`config.mk`:
```
export PLATFORM = sky130hd
export DESIGN_NAME = retospect_cfg_loader
export DESIGN_NICKNAME = d
export VERILOG_FILES = /design/src/rtl/retospect_cfg_pkg.sv /design/src/rtl/retospect_rb_packer.sv /design/src/rtl/retospect_cfg_loader.sv
export SDC_FILE = /design/constraint.sdc
export NUM_CORES = 1
export LEC_CHECK = 0
export CAP_MARGIN = 15
export CORE_AREA = 5 5 84 86
export CTS_CLUSTER_DIAMETER = 60
export DETAILED_ROUTE_END_ITERATION = 7
export DIE_AREA = 0 0 89 91
export HOLD_SLACK_MARGIN = 0.06
export PLACE_DENSITY = 0.63
export SYNTH_ARGS = -nofsm -noshare
export SYNTH_HDL_FRONTEND = slang
export SYNTH_SLANG_ARGS = --single-unit
export TNS_END_PERCENT = 1
```
`constraint.sdc`:
```
create_clock -name clk -period 2.6 [get_ports clk]
set_input_delay 0.52 -clock clk [delete_from_list [all_inputs] [get_ports clk]]
set_output_delay 0.52 -clock clk [all_outputs]
set_load 0.005 [all_outputs]
```
`src/rtl/retospect_cfg_pkg.sv`:
```
// Shared types and geometry constants for the neurochip configuration loader.
// The default chain length is derived from the clockbox and the cell grid.
package retospect_cfg_pkg;

    typedef enum logic [2:0] {
        IDLE,
        LOAD,
        FLUSH,
        NN,
        DONE
    } state_t;

    localparam int BYTE_W        = 8;
    localparam int CLOCKBOX_BITS = 48;
    localparam int CNB_BITS      = 19;
    localparam int GRID_W        = 5;
    localparam int GRID_H        = 5;

    localparam int DEFAULT_CHAIN_LEN = CLOCKBOX_BITS + GRID_W * GRID_H * CNB_BITS;

endpackage

```
`src/rtl/retospect_rb_packer.sv`:
```
// Readback packer: assembles bits leaving the chain into bytes, double-buffers
// them against a valid/ready consumer and pads the final partial byte.
module retospect_rb_packer
    import retospect_cfg_pkg::*;
(
    input  logic              clk,
    input  logic              reset,
    input  logic              clear,
    input  logic              rb_en,
    input  logic              cfg_en,
    input  logic              chain_bs,
    input  logic              flush,
    input  logic              m_ready,
    output logic              m_valid,
    output logic [BYTE_W-1:0] m_data,
    output logic              can_accept,
    output logic              empty
);

    logic [BYTE_W-1:0] asm_q;
    logic [3:0]        asm_cnt;
    logic              capture;
    logic              hold_free;
    logic              full_move;
    logic              pad_move;
    logic              move;

    assign capture   = rb_en && cfg_en;
    assign hold_free = !m_valid || m_ready;
    assign full_move = (asm_cnt == 4'd8) && hold_free;
    assign pad_move  = flush && (asm_cnt != 4'd0) && hold_free;
    assign move      = full_move || pad_move;

    // A new shift is only safe if the bit it will return has somewhere to land:
    // count the capture happening at this edge as already pending.
    assign can_accept = !rb_en
                     || ((asm_cnt + {3'b000, cfg_en}) < 4'd8)
                     || hold_free;

    assign empty = (asm_cnt == 4'd0) && !m_valid;

    always_ff @(posedge clk) begin
        if (reset || clear) begin
            asm_q   <= '0;
            asm_cnt <= 4'd0;
            m_valid <= 1'b0;
            m_data  <= '0;
        end else begin
            if (move) begin
                m_data  <= asm_q;
                m_valid <= 1'b1;
            end else if (m_ready) begin
                m_valid <= 1'b0;
            end

            // Assembly is cleared on every move so unused high bits read as zero.
            if (move) begin
                asm_q   <= capture ? {{(BYTE_W-1){1'b0}}, chain_bs} : '0;
                asm_cnt <= capture ? 4'd1 : 4'd0;
            end else if (capture) begin
                asm_q[asm_cnt[2:0]] <= chain_bs;
                asm_cnt             <= asm_cnt + 4'd1;
            end
        end
    end

endmodule

```
`src/rtl/retospect_cfg_loader.sv`:
```
// Configuration chain programmer: serialises a byte stream LSB first into the
// neurochip shift chain and returns the displaced contents as a byte stream.
module retospect_cfg_loader
    import retospect_cfg_pkg::*;
#(
    parameter int CHAIN_LEN = DEFAULT_CHAIN_LEN,
    parameter bit PULSE_NN  = 1'b1,
    parameter int CNT_W     = 10
) (
    input  logic       clk,
    input  logic       reset,
    input  logic       start,
    input  logic       rb_en,
    input  logic       s_valid,
    input  logic [7:0] s_data,
    output logic       s_ready,
    output logic       cfg_en,
    output logic       cfg_bs,
    input  logic       chain_bs,
    output logic       chain_reset_nn,
    output logic       m_valid,
    output logic [7:0] m_data,
    input  logic       m_ready,
    output logic       busy,
    output logic       done
);

    localparam logic [CNT_W-1:0] LAST_BIT = CNT_W'(CHAIN_LEN - 1);

    state_t           state;
    state_t           state_next;
    logic [CNT_W-1:0] bit_cnt;
    logic [7:0]       in_sr;
    logic [3:0]       in_cnt;
    logic             rb_en_q;
    logic             can_accept;
    logic             rb_empty;
    logic             issue;
    logic             last_issue;
    logic             accept;
    logic             clear;
    logic             flush;

    assign issue      = (state == LOAD) && (in_cnt != 4'd0) && can_accept;
    assign last_issue = issue && (bit_cnt == LAST_BIT);

    // Ready early when the last buffered bit leaves this cycle, so a
    // continuous stream sustains one bit per clock.
    assign s_ready = (state == LOAD)
                  && ((in_cnt == 4'd0) || ((in_cnt == 4'd1) && issue && !last_issue));

    assign accept = s_valid && s_ready;
    assign clear  = (state == IDLE) && start;
    assign flush  = (state == FLUSH) && !cfg_en;
    assign busy   = (state != IDLE);

    always_comb begin
        state_next = state;
        case (state)
            IDLE:    if (start) state_next = LOAD;
            LOAD:    if (last_issue) state_next = FLUSH;
            FLUSH:   if (!cfg_en && rb_empty) state_next = NN;
            NN:      state_next = DONE;
            DONE:    state_next = IDLE;
            default: state_next = IDLE;
        endcase
    end

    always_ff @(posedge clk) begin
        if (reset) begin
            state <= IDLE;
        end else begin
            state <= state_next;
        end
    end

    always_ff @(posedge clk) begin
        if (reset) begin
            cfg_en         <= 1'b0;
            cfg_bs         <= 1'b0;
            chain_reset_nn <= 1'b0;
            done           <= 1'b0;
            bit_cnt        <= '0;
            in_sr          <= '0;
            in_cnt         <= 4'd0;
            rb_en_q        <= 1'b0;
        end else begin
            cfg_en         <= issue;
            cfg_bs         <= issue & in_sr[0];
            chain_reset_nn <= PULSE_NN && (state_next == NN);
            done           <= (state_next == DONE);

            if (clear) begin
                bit_cnt <= '0;
                in_sr   <= '0;
                in_cnt  <= 4'd0;
                rb_en_q <= rb_en;
            end else begin
                if (issue) begin
                    bit_cnt <= bit_cnt + 1'b1;
                end
                // Leftover bits of the final byte beyond the chain are dropped.
                if (last_issue) begin
                    in_sr  <= '0;
                    in_cnt <= 4'd0;
                end else if (accept) begin
                    in_sr  <= s_data;
                    in_cnt <= 4'd8;
                end else if (issue) begin
                    in_sr  <= {1'b0, in_sr[7:1]};
                    in_cnt <= in_cnt - 4'd1;
                end
            end
        end
    end

    retospect_rb_packer u_packer (
        .clk        (clk),
        .reset      (reset),
        .clear      (clear),
        .rb_en      (rb_en_q),
        .cfg_en     (cfg_en),
        .chain_bs   (chain_bs),
        .flush      (flush),
        .m_ready    (m_ready),
        .m_valid    (m_valid),
        .m_data     (m_data),
        .can_accept (can_accept),
        .empty      (rb_empty)
    );

endmodule

```
==> Yosys cells after proc, flatten, opt, wreduce, memory -nomap -nowiden <==
Index checks and enable logic that the tools add are counted.
{ "classes": {"n_mul": 0, "n_shift": 0, "magnitude_cmp": 3, "muxes": 19, "div": 0, "bitwise_logic": 1, "reduce_logical": 38, "eq_ne": 8, "addsub": 4} }
{ "ops": {"columns": ["op", "n"], "rows": [
  ["$mux 8", 4],
  ["$logic_and 1x1->1", 16],
  ["$mux 4", 4],
  ["$pmux 3 s4", 1],
  ["$add 10x1->10 const B", 1],
  ["$eq 10x10->1 const B", 1],
  ["$eq 3x2->1 const B", 3],
  ["$mux 3", 3],
  ["$bwmux 8", 1],
  ["$logic_not 4->1", 2],
  ["$reduce_bool 4->1", 2],
  ["$logic_or 1x1->1", 6],
  ["$reduce_bool 2->1", 3],
  ["$mux 1", 5],
  ["$add 4x1->4", 1],
  ["$add 4x1->4 const B", 1],
  ["$eq 4x1->1 const B", 1],
  ["$eq 4x4->1 const B", 1],
  ["$logic_not 1->1", 4],
  ["$lt 3x4->1 const B", 1],
  ["$lt 4x4->1 const B", 1],
  ["$reduce_or 4->1", 1],
  ["$sub 4x1->4 const B", 1],
  ["$demux 1 s3", 1],
  ["8 further kinds", 8]
]} }
{ "word_totals": {"ramBits": 0, "reg_bits": 51, "input_bits": 15, "elab_cells": 87, "memories": 0, "output_inout_bits": 15, "romBits": 0, "latchBits": 0} }

==> Depth between registers and ports, before layout <==
{ "logic_depth": {"ltp_word": 12, "ltp_mapped": 8, "ltp_nobuf": 7} }

==> Cells and area by module <==
A second synthesis with hierarchy kept.
{ "hier_totals": {"hier_cells": 257, "hier_area_um2": 2381.0} }
{ "by_module_without_submodules": {"columns": ["mod", "n_inst", "area_each_um2", "seq_area_each_um2", "cells_per_inst"], "rows": [
  ["retospect_cfg_loader", 1, 1366.3, 600.6, 141],
  ["retospect_rb_packer", 1, 1014.7, 420.4, 116]
]} }

==> Worst setup path after synthesis <==
Ideal clock, no wire load.
{ "synth_path": {"path_type": "flip-flop to output port", "from": "register in_cnt[0]", "to": "output port s_ready", "required_ns": 2.080, "path_slack_ns": 0.700, "path_stages_with_launch": 7, "t_arrival_ns": 1.380, "n_path_buf": 0, "path_cell_list": "dfxtp_1 > ha_1 > or3b_1 > a31oi_1 > and3_1 > a21oi_1 > inv_1"} }
{ "synth_between": {"elab_chain_len": 8, "elab_cells_between_ends": 11, "classes_between": "1 x eq/ne; 10 x reduce/logical"} }
{ "synth_rtl": {"columns": ["element", "line_no", "text"], "rows": [
  ["start, declared", "retospect_cfg_loader.sv:34", "logic [3:0] in_cnt;"],
  ["start signal, assigned", "retospect_cfg_loader.sv:111", "in_cnt <= in_cnt - 4'd1;"],
  ["$reduce_bool 4->1", "retospect_cfg_loader.sv:44", "assign issue = (state == LOAD) && (in_cnt != 4'd0) && can_accept;"],
  ["$logic_and 1x1->1 (2 in a row)", "retospect_cfg_loader.sv:44", null],
  ["$logic_and 1x1->1", "retospect_cfg_loader.sv:45", "assign last_issue = issue && (bit_cnt == LAST_BIT);"],
  ["$logic_not 1->1", "retospect_cfg_loader.sv:50", "&& ((in_cnt == 4'd0) || ((in_cnt == 4'd1) && issue && !last_issue));"],
  ["$logic_and 1x1->1", "retospect_cfg_loader.sv:50", null],
  ["$logic_or 1x1->1 *", "retospect_cfg_loader.sv:50", null],
  ["$logic_and 1x1->1 *", "retospect_cfg_loader.sv:50", null],
  ["end, declared", "retospect_cfg_loader.sv:16", "output logic s_ready,"]
]} }
Every way passes the cells marked *; elsewhere a longest branch is shown, timed or not.

==> Worst setup path in the final report <==
{ "layout_path": {"from": "register bit_cnt[0]", "to": "output port s_ready"} }
{ "layout_between": {"elab_chain_len": 6} }
{ "layout_rtl": {"columns": ["element", "line_no", "text"], "rows": [
  ["start, declared", "retospect_cfg_loader.sv:32", "logic [CNT_W-1:0] bit_cnt;"],
  ["start signal, assigned", "retospect_cfg_loader.sv:100", "bit_cnt <= bit_cnt + 1'b1;"],
  ["$eq 10x10->1", "retospect_cfg_loader.sv:45", null],
  ["$logic_and 1x1->1", "retospect_cfg_loader.sv:45", null],
  ["$logic_not 1->1", "retospect_cfg_loader.sv:50", null],
  ["$logic_and 1x1->1", "retospect_cfg_loader.sv:50", null],
  ["$logic_or 1x1->1", "retospect_cfg_loader.sv:50", null],
  ["$logic_and 1x1->1", "retospect_cfg_loader.sv:50", null]
]} }
Every way passes these cells.

==> impl_metrics.env <==
export IMPL_fmax_mhz=410
export IMPL_synthAdderAreaFrac_pct=3.13
export IMPL_r2r_worst_path_cells=10
export IMPL_numCtsBuffers=5
export IMPL_avgSynthCellArea_um2=9.28
export IMPL_drive_gt1_share_pct=11.4
export IMPL_cts_sinks=51
export IMPL_cts_tree="done"
export IMPL_clk_pin_slew_ns=0.09
export IMPL_layout_commonest_cell="dfxtp_1"
export IMPL_final_cell_mix="dfxtp_1 (49), nor2_1 (45), clkdlybuf4s50_1 (27)"
export IMPL_yosys_area_share_simple_pct=26.9
export IMPL_fp_dieArea_um2=8100
export IMPL_placed_area_um2=2820
export IMPL_maxCapViolCount=0
export IMPL_syn_cell_area_um2=2400
export IMPL_p_seq_share_pct=55.3
export IMPL_grt_pass1_wl_um=8240
export IMPL_postRouteAntennaNets=0
export IMPL_drt_wl_total_um=4770
export IMPL_synthMuxAreaShare_pct=10.7
export IMPL_p_switching_mw=0.316
export IMPL_grt_pass1_vias=1748
export IMPL_min_delay_start="in_sr[0]$_SDFFE_PP0P_"
export IMPL_rr_endpoint="in_sr[3]$_SDFFE_PP0P_"
export IMPL_clk_latency_ns=0.30
export IMPL_cts_path_max_buffers=2
export IMPL_first_pass_iters=4
export IMPL_die_y_um=91
export IMPL_hpwl_um=3470
export IMPL_pwr_share_clk_pct=36.9
export IMPL_rsz0062_at_grt="no"
export IMPL_grt_remaining_overflow=0
export IMPL_r2r_slack_ns=0.52
export IMPL_worstSetupStartpoint="bit_cnt[0]$_SDFFE_PP0P_"
export IMPL_crit_path_start_kind="register"
export IMPL_hold_viol=0
export IMPL_grt_max_degree=21
export IMPL_gp_congestion=0.805
export IMPL_skew_ns=0.00778
export IMPL_setup_violations=0
export IMPL_fin_ws_ns=0.162
export IMPL_synthDistinctLibCells=45
export IMPL_vias=1881
export IMPL_relSlewSlack_pct=64.6
export IMPL_ys_flop_type="dfxtp_1"
export IMPL_row_count=29
export IMPL_ctsHoldBuffers=0
export IMPL_crit_fanout=4
export IMPL_synth_edf_count=0
export IMPL_period_needed_ns=2.44
export IMPL_synth_compound_area_share_pct=8.23
export IMPL_ff_latch_area_um2=1020
export IMPL_p_leak_nw=1.01
export IMPL_pwr_density_cell_nw_per_um2=491
export IMPL_multi_input_area_um2=1310
export IMPL_fp_dieW_um=89
export IMPL_track_usage_pct=12.5
export IMPL_ir_drop_v=0.000347
export IMPL_dp_cells=367
export IMPL_finalCritPeriodShare_pct=93.8
export IMPL_path_class="register to primary output"
export IMPL_start_util_pct=38.7
export IMPL_syn_inst=259
export IMPL_ys_seq_area_share_pct=42.5
export IMPL_fillers=586
export IMPL_synth_top_family_by_area="simple AND/OR/NAND/NOR gates"
export IMPL_drc=0
export IMPL_dp_slack_ns=-0.164
export IMPL_wl_per_cell_um=12.7
export IMPL_synthArstFlopShare_pct=0
export IMPL_ys_warn_count=0
export IMPL_syn2layout_area_growth_pct=22.3
export IMPL_cp_required_ns=2.08
export IMPL_final_nets=319
export IMPL_crit_path_end="s_ready"
export IMPL_crit_path_end_kind="primary output"
export IMPL_synthXorXnorAreaFrac_pct=5.10
export IMPL_drt_iter0_drc=65
export IMPL_power_frac_comb_pct=7.8
export IMPL_crit_arrival_ns=1.92
export IMPL_final_max_slew_viol_count=0
export IMPL_fin_area_um2=2940
export IMPL_cts_root_buf="clkbuf_8"
export IMPL_syn_nets=280
export IMPL_fin_cells=375
export IMPL_core_area_um2=6200
export IMPL_worst_pin_slew_ns=0.516
export IMPL_pin_count=30
export IMPL_ctsHtreeMaxLevel=2
export IMPL_diodes=0
export IMPL_whs_ns=0.472
export IMPL_antenna_found_initial=0
export IMPL_synth_ff_latch_count=51
export IMPL_worstHoldPathType="register to register"
export IMPL_p_int_mw=1.13
export IMPL_port_buffers=29
export IMPL_r2r_start="bit_cnt[0]$_SDFFE_PP0P_"
export IMPL_status="finished clean"
export IMPL_switching_share_pct=21.9
export IMPL_viasPerCell=5.02
per-layer routing:
| layer | share of wire [%] | global-route usage (%) | up-vias |
|---|---|---|---|
| li1 | - | - | 977 |
| met1 | 50 | 18.1 | 864 |
| met2 | 45 | 18.6 | 33 |
| met3 | 3.3 | 2.90 | 7 |
| met4 | 1.1 | 3.72 | 0 |
| met5 | 0 | 0 | - |
worst max-delay path, stage by stage, from the launching register on:
cell and delay, ns:
dfxtp_1 0.35, inv_1 0.07, ha_1 0.14, nor4b_2 0.28, a31oi_2 0.15, and3_1 0.20
a21oi_1 0.12, inv_1 0.05, dlygate4sd2_1 0.26
through the flow:
stage	TNS, ns	util, %	total power [mW]
2_1_floorplan	0	-	0.880
3_3_place_gp	-0.162	45.4	0.931
3_5_place_dp	-0.164	45.4	0.932
4_1_cts	0	47.4	1.46
5_1_grt	0	47.4	1.51
6_report	0	47.4	1.44
synthesized netlist by cell type, types with 2 or more instances:
master / count / share of area (%)
a211oi_1: 8 / 2.5
a21oi_1: 10 / 2.1
and2_1: 2 / 0.52
and3_1: 2 / 0.52
buf_2: 2 / 0.42
buf_6: 2 / 0.94
clkbuf_1: 3 / 0.47
dfxtp_1: 51 / 43
ha_1: 6 / 3.1
inv_1: 9 / 1.4
mux2i_1: 22 / 9.2
nand2_1: 16 / 2.5
nand2b_1: 3 / 0.78
nand3_1: 9 / 1.9
nand4_1: 4 / 1.0
nor2_1: 45 / 7.0
nor2_4: 2 / 0.94
nor2b_1: 4 / 1.0
nor3_1: 9 / 1.9
nor3b_1: 2 / 0.62
nor4_1: 3 / 0.78
nor4b_1: 4 / 1.5
nor4bb_1: 2 / 0.83
o21ai_0: 5 / 1.0
or3b_1: 2 / 0.73
xnor2_1: 9 / 3.3
xor2_1: 5 / 1.8
power groups by stage:
stage	clock network (mW)	registers, mW	logic, mW
final	0.532	0.798	0.113
after global routing	0.582	0.800	0.126
after CTS	0.550	0.799	0.115
after detailed placement	0	0.817	0.115
after global placement	0	0.816	0.115
after floorplan	0	0.815	0.0645
repair_timing:
item / CTS / global route
buffers inserted: 1 / 0
endpoints found under the setup margin: 1 / 0
resized for setup: 6 / 0
hold endpoints to repair: 0 / 0
layout make-up:
class / instances / area share, %
clock buffer: 6 / 2.47
clock inverter: 1 / 1.02
inverter: 9 / 1.15
multi-input combinational: 191 / 44.7
sequential: 51 / 34.8
tap: 77 / 3.28
timing repair buffer: 40 / 12.6
how the worst min path moves through the flow:
stage / end / slack, ns / cells past startpoint
2_1_floorplan: cfg_bs$_SDFF_PP0_ / 0.43 / 1
6_report: cfg_bs$_SDFF_PP0_ / 0.47 / 1
4_1_cts: cfg_bs$_SDFF_PP0_ / 0.48 / 1
3_5_place_dp: cfg_bs$_SDFF_PP0_ / 0.45 / 1
5_1_grt: cfg_bs$_SDFF_PP0_ / 0.49 / 1
3_3_place_gp: cfg_bs$_SDFF_PP0_ / 0.46 / 1
state kept, by name (all words and copies together), names as in the netlist:
signal            cells
bit_cnt              10
cfg_bs                1
cfg_en                1
chain_reset_nn        1
done                  1
in_cnt                4
in_sr                 8
rb_en_q               1
state                 3
u_packer.asm_cnt      4
u_packer.asm_q        8
u_packer.m_data       8
u_packer.m_valid      1
cells by family (layout without fill, tap and decap cells):
logic type,count (synthesis),count (layout)
and+or+nand+nor,119,119
DFF,51,51
AOI/OAI and AO/OA,28,28
muxes,24,24
buffers and inverters,17,56
xor gates and xnor gates,14,14
adders and majority gates,6,6
Note: power is estimated with default switching activity, not from simulation.
